<file path="config.mk">
export PLATFORM = sky130hd
export DESIGN_NAME = bcd_counter_multi
export DESIGN_NICKNAME = d
export VERILOG_FILES = /design/src/rtl/bcd_pkg.sv /design/src/rtl/bcd_digit.sv /design/src/rtl/bcd_counter_multi.sv
export SDC_FILE = /design/constraint.sdc
export NUM_CORES = 1
export LEC_CHECK = 0
export ABC_AREA = 1
export CAP_MARGIN = 20
export CORE_MARGIN = 2
export CORE_UTILIZATION = 35
export DETAILED_ROUTE_END_ITERATION = 12
export SYNTH_ARGS = -nofsm -noshare
export SYNTH_HDL_FRONTEND = slang
export SYNTH_HIERARCHICAL = 1
export SYNTH_SLANG_ARGS = --single-unit
</file>
<file path="constraint.sdc">
create_clock -name clock -period 7.9 [get_ports clock]
set_input_delay 1.58 -clock clock [delete_from_list [all_inputs] [get_ports clock]]
set_output_delay 1.58 -clock clock [all_outputs]
set_load 0.05 [all_outputs]
</file>
<file path="src/rtl/bcd_pkg.sv">
// Shared BCD constants and helpers for the multi-digit BCD counter.
package bcd_pkg;

  localparam int DIGIT_W = 4;
  localparam logic [DIGIT_W-1:0] BCD_MAX = 4'd9;
  localparam logic [DIGIT_W-1:0] BCD_MIN = 4'd0;

  // True when a nibble is a legal BCD digit (0..9).
  function automatic logic bcd_valid(input logic [DIGIT_W-1:0] nibble);
    return (nibble <= BCD_MAX);
  endfunction

  // Illegal nibbles (A..F) are stored as 0 so the count never holds non-BCD digits.
  function automatic logic [DIGIT_W-1:0] bcd_sanitise(input logic [DIGIT_W-1:0] nibble);
    return bcd_valid(nibble) ? nibble : BCD_MIN;
  endfunction

endpackage

</file>
<file path="src/rtl/bcd_digit.sv">
// Single BCD digit register. carry_in means "every lower digit is at its
// terminal value", so this digit steps; carry_out passes that on when this
// digit is itself terminal for the current direction.
module bcd_digit
  import bcd_pkg::*;
(
  input  logic               clock,
  input  logic               clear_n,
  input  logic               enable,
  input  logic               up_down,
  input  logic               load,
  input  logic [DIGIT_W-1:0] load_digit,
  input  logic               carry_in,
  output logic [DIGIT_W-1:0] digit,
  output logic               carry_out
);

  logic at_term;

  // Terminal for the current direction: 9 counting up, 0 counting down.
  always_comb begin
    at_term   = up_down ? (digit == BCD_MAX) : (digit == BCD_MIN);
    carry_out = carry_in & at_term;
  end

  // Digit register: load wins, otherwise step when enabled and carried into.
  always_ff @(posedge clock or negedge clear_n) begin
    if (!clear_n) begin
      digit <= BCD_MIN;
    end else if (load) begin
      digit <= bcd_sanitise(load_digit);
    end else if (enable && carry_in) begin
      if (up_down) begin
        digit <= (digit == BCD_MAX) ? BCD_MIN : digit + 4'd1;
      end else begin
        digit <= (digit == BCD_MIN) ? BCD_MAX : digit - 4'd1;
      end
    end
  end

endmodule

</file>
<file path="src/rtl/bcd_counter_multi.sv">
// Parametrised multi-digit BCD up/down counter with parallel load,
// wrap-or-saturate behaviour and registered wrap / load_error pulses.
module bcd_counter_multi
  import bcd_pkg::*;
#(
  parameter int DIGITS   = 4,
  parameter bit SATURATE = 1'b0
) (
  input  logic                      clock,
  input  logic                      clear_n,
  input  logic                      enable,
  input  logic                      up_down,
  input  logic                      load,
  input  logic [DIGIT_W*DIGITS-1:0] load_value,
  output logic [DIGIT_W*DIGITS-1:0] count,
  output logic                      wrap,
  output logic                      at_limit,
  output logic                      load_error
);

  // carry[i] is high when every digit below i is terminal; carry[0] is always 1
  // so digit 0 steps on every enabled edge. carry[DIGITS] is the whole count
  // being terminal.
  logic [DIGITS:0]   carry;
  logic              step_en;
  logic [DIGITS-1:0] nib_bad;

  assign carry[0] = 1'b1;

  // Saturation is just suppressing the step on the terminal value.
  always_comb begin
    at_limit = carry[DIGITS];
    step_en  = enable & ~(SATURATE & carry[DIGITS]);
  end

  for (genvar i = 0; i < DIGITS; i++) begin : g_digit
    bcd_digit u_digit (
      .clock      (clock),
      .clear_n    (clear_n),
      .enable     (step_en),
      .up_down    (up_down),
      .load       (load),
      .load_digit (load_value[DIGIT_W*i +: DIGIT_W]),
      .carry_in   (carry[i]),
      .digit      (count[DIGIT_W*i +: DIGIT_W]),
      .carry_out  (carry[i+1])
    );
  end

  // Flag every load nibble that is not a legal BCD digit.
  always_comb begin
    nib_bad = '0;
    for (int i = 0; i < DIGITS; i++) begin
      nib_bad[i] = ~bcd_valid(load_value[DIGIT_W*i +: DIGIT_W]);
    end
  end

  // One-cycle status pulses, registered alongside the count update.
  always_ff @(posedge clock or negedge clear_n) begin
    if (!clear_n) begin
      wrap       <= 1'b0;
      load_error <= 1'b0;
    end else begin
      wrap       <= ~load & enable & carry[DIGITS] & ~SATURATE;
      load_error <= load & (|nib_bad);
    end
  end

endmodule

</file>
==> impl_metrics.py <==
metrics = {
    "setup_path": {
        "slowest_delay_ns": 0.87,
        "reg2reg_slack_ns": 5.25,
        "rr_worst_depth": 11,
        "crit_start": "up_down",
        "start_kind": "primary input",
        "timing.rr.start": "g_digit[0].u_digit/digit[1]$_DFFE_PN0P_",
        "arrival_ns": 4.86,
        "path_class": "in2out",
        "path_cells": "clkdlybuf4s50_1, buf_4, inv_1, a211oi_1, inv_1, a211oi_1, inv_1, a211oi_1, inv_1, a211oi_1, clkdlybuf4s50_1",
        "cp-end-kind": "primary output",
        "reg2reg_to": "wrap$_DFF_PN0_",
        "slowest_stage": "clkdlybuf4s50_1",
        "cp.required_ns": 6.32,
        "crit_path_max_fanout": 16,
    },
    "die": {
        "rows": 24,
        "die_x_um": 70.58,
        "core_area_sq_um": 4324,
        "initial_core_util_pct": 35.88,
        "chipHeight_um": 70.58,
        "fp.dieArea_sq_um": 4982,
        "io_pins": 40,
    },
    "power_and_ir_drop": {
        "swShare_pct": 43.34,
        "seqPwrFrac_pct": 34.0,
        "p_clk_share_pct": 21.9,
        "peakVddDrop_uv": 79.09,
        "p_int_uw": 205.8,
        "pwr_density_cell_nw_per_um2": 174.3,
        "p_sw_uw": 157.4,
        "power_frac_comb_pct": 44.1,
        "cellLeakagePower_uw": 0.001025,
    },
    "synth": {
        "synthCells": 258,
        "yosysTopAreaCellShare_pct": 29.03,
        "synth.most_common_cell": "nand2_1",
        "synth_edf_count": 0,
        "yosysTopAreaCell": "dfrtp_1",
        "synthArstFlopShare_pct": 100.0,
        "ys_seq_area_share_pct": 29.03,
        "ys_types": 18,
        "synthFlopType": "dfrtp_1",
        "synth_warnings": 6,
        "synthTopCellsByArea": "dfrtp_1 29%, nand2_1 21%, inv_1 8.0%",
        "syn_avg_cell_area_sq_um": 6.014,
        "synthTopCellsByCount": "87 x nand2_1, 33 x inv_1, 31 x nor2_1",
        "mappedNetlistArea_sq_um": 1551,
        "ys_ff_latch": 18,
    },
    "drt": {
        "drt_wl_total_mm": 4.019,
        "num_vias": 1743,
        "vias_per_cell": 4.938,
        "drtPass1Iterations": 4,
        "drt_iter0_markers": 139,
        "antenna_left": 0,
        "wire_per_inst_um": 11.39,
        "drc": 0,
    },
    "layout": {
        "n_antenna_cell": 0,
        "fin_cells": 353,
        "area_growth_pct": 34.35,
        "layout-drive-gt1-share_pct": 7.309,
        "fin_nets": 323,
    },
    "timing": {
        "tns_ns": 0,
        "finalHoldViolations": 0,
        "fin_crit_ns": 6.439,
        "fmax_ghz": 0.1553,
        "period_share_pct": 81.51,
        "finClkSkew_ns": 0.003875,
        "finalSetupViolations": 0,
        "worst_pin_slew_ns": 0.9062,
        "maxSlewHeadroom_pct": 39.40,
        "final_max_slew_viol_count": 0,
        "rsz0062_at_grt": "no",
    },
    "cts": {
        "cts_inserted_buffers": 3,
        "root_buffer": "clkbuf_8",
        "h-tree-depth": 1,
        "clkSinkCount": 18,
        "cts_setup_buffers": 0,
        "cts-resized-gates": 0,
        "cts_buffer_depth": 2,
        "cts.hold.buffers_added": 0,
        "path_clk_slew_ns": 0.07,
        "cts_tree": "yes",
        "clk-insertion-delay-late_ns": 0.26,
    },
    "grt": {
        "grt_max_degree": 35,
        "grtUsageTotal_pct": 17.39,
        "grt_remaining_overflow": 0,
        "grt_antenna_before_repair": 0,
        "grt_pass1_wl_mm": 7.086,
        "grt_pass1_vias": 1622,
    },
    "min_path": {
        "worstHoldPathType": "reg2reg",
        "hold_depth": 2,
        "min_from": "g_digit[3].u_digit/digit[0]$_DFFE_PN0P_",
        "min_to": "g_digit[3].u_digit/digit[0]$_DFFE_PN0P_",
    },
    "place": {
        "dp_hpwl_mm": 3.064,
        "port_buffers": 39,
        "dp_cells": 348,
        "gp_congestion": 0.8351,
    },
    "run": {
        "cap_violations": 0,
    },
    "run_status": {
        "status": "complete, no violations",
    },
}
-- critical path: cells and delay by family --
kind	cells	cell delay (ns)
buffers and inverters	7	1.87
AO/OA/AOI/OAI	4	1.40
-- per-stage QoR --
step	hold slack (ns)	utilization, %	total power (uW)	setup WS, ns	area [sq um]
after CTS	0.6669	47.57	364.3	1.434	2057
after floorplan	0.8409	-	230.2	2.278	1559
final	0.6662	48.21	363.3	1.461	2085
after global routing	0.6973	48.21	391.4	1.228	2085
after global placement	0.6503	46.30	284.6	1.503	2002
after detailed placement	0.6461	46.30	285.1	1.464	2002
-- routing by layer --
layer | global-route usage (%) | vias to the layer above | wire (um)
met3 | 2.564 | 4 | 188
met4 | 4.403 | 0 | 30
met5 | 0 | - | 0
li1 | - | 929 | -
met1 | 24.17 | 772 | 1938
met2 | 28.62 | 38 | 1861
-- cell usage in the layout, fill, tap and decap left out --
| cell | count |
|---|---|
| o21ai_1 | 8 |
| nor2_2 | 4 |
| dfrtp_1 | 18 |
| nand3_2 | 4 |
| clkbuf_8 | 4 |
| inv_1 | 33 |
| o21ai_0 | 8 |
| inv_2 | 4 |
| nand3_1 | 20 |
| a21oi_2 | 4 |
| o211ai_1 | 12 |
| a31oi_1 | 8 |
| buf_4 | 1 |
| a211oi_1 | 4 |
| a21oi_1 | 4 |
| nand2_1 | 87 |
| nand4_1 | 4 |
| buf_16 | 1 |
| clkdlybuf4s50_1 | 39 |
| nor2_1 | 31 |
| conb_1 | 3 |
-- power by group through the flow --
stage                     clock (uW)  sequential, uW  combinational [uW]
after floorplan                    0             158                72.1
after global placement             0             125                 159
after detailed placement           0             126                 159
after CTS                       80.7             124                 160
after global routing            85.8             127                 179
final                           79.4             124                 160
-- how the worst max path moves through the flow --
| stage | end | slack (ns) | cells after the start |
|---|---|---|---|
| floorplan | at_limit | 2.28 | 9 |
| global placement | at_limit | 1.50 | 11 |
| detailed placement | at_limit | 1.46 | 11 |
| CTS | at_limit | 1.43 | 11 |
| global route | at_limit | 1.23 | 11 |
| finish | at_limit | 1.46 | 11 |
-- cells by family after synthesis --
group	synth area share, %
AOI/OAI and AO/OA	19.68
buffers and inverters	10.24
DFF	29.03
other	0.2417
and+or+nand+nor	40.81
-- sequential cells by signal, indices dropped and copies added (netlist names) --
name and count:
load_error 1, wrap 1, g_digit.u_digit/digit 16
-- final cells by class --
type | count | area, sq um
fillers | 473 | 2240
multi-input cells | 201 | 949.7
flip-flops and latches | 18 | 450.4
repair buffers | 41 | 425.4
inverters | 37 | 138.9
well taps | 52 | 65.06
clock buffers | 4 | 55.05
(Power assumes the default switching activity.)
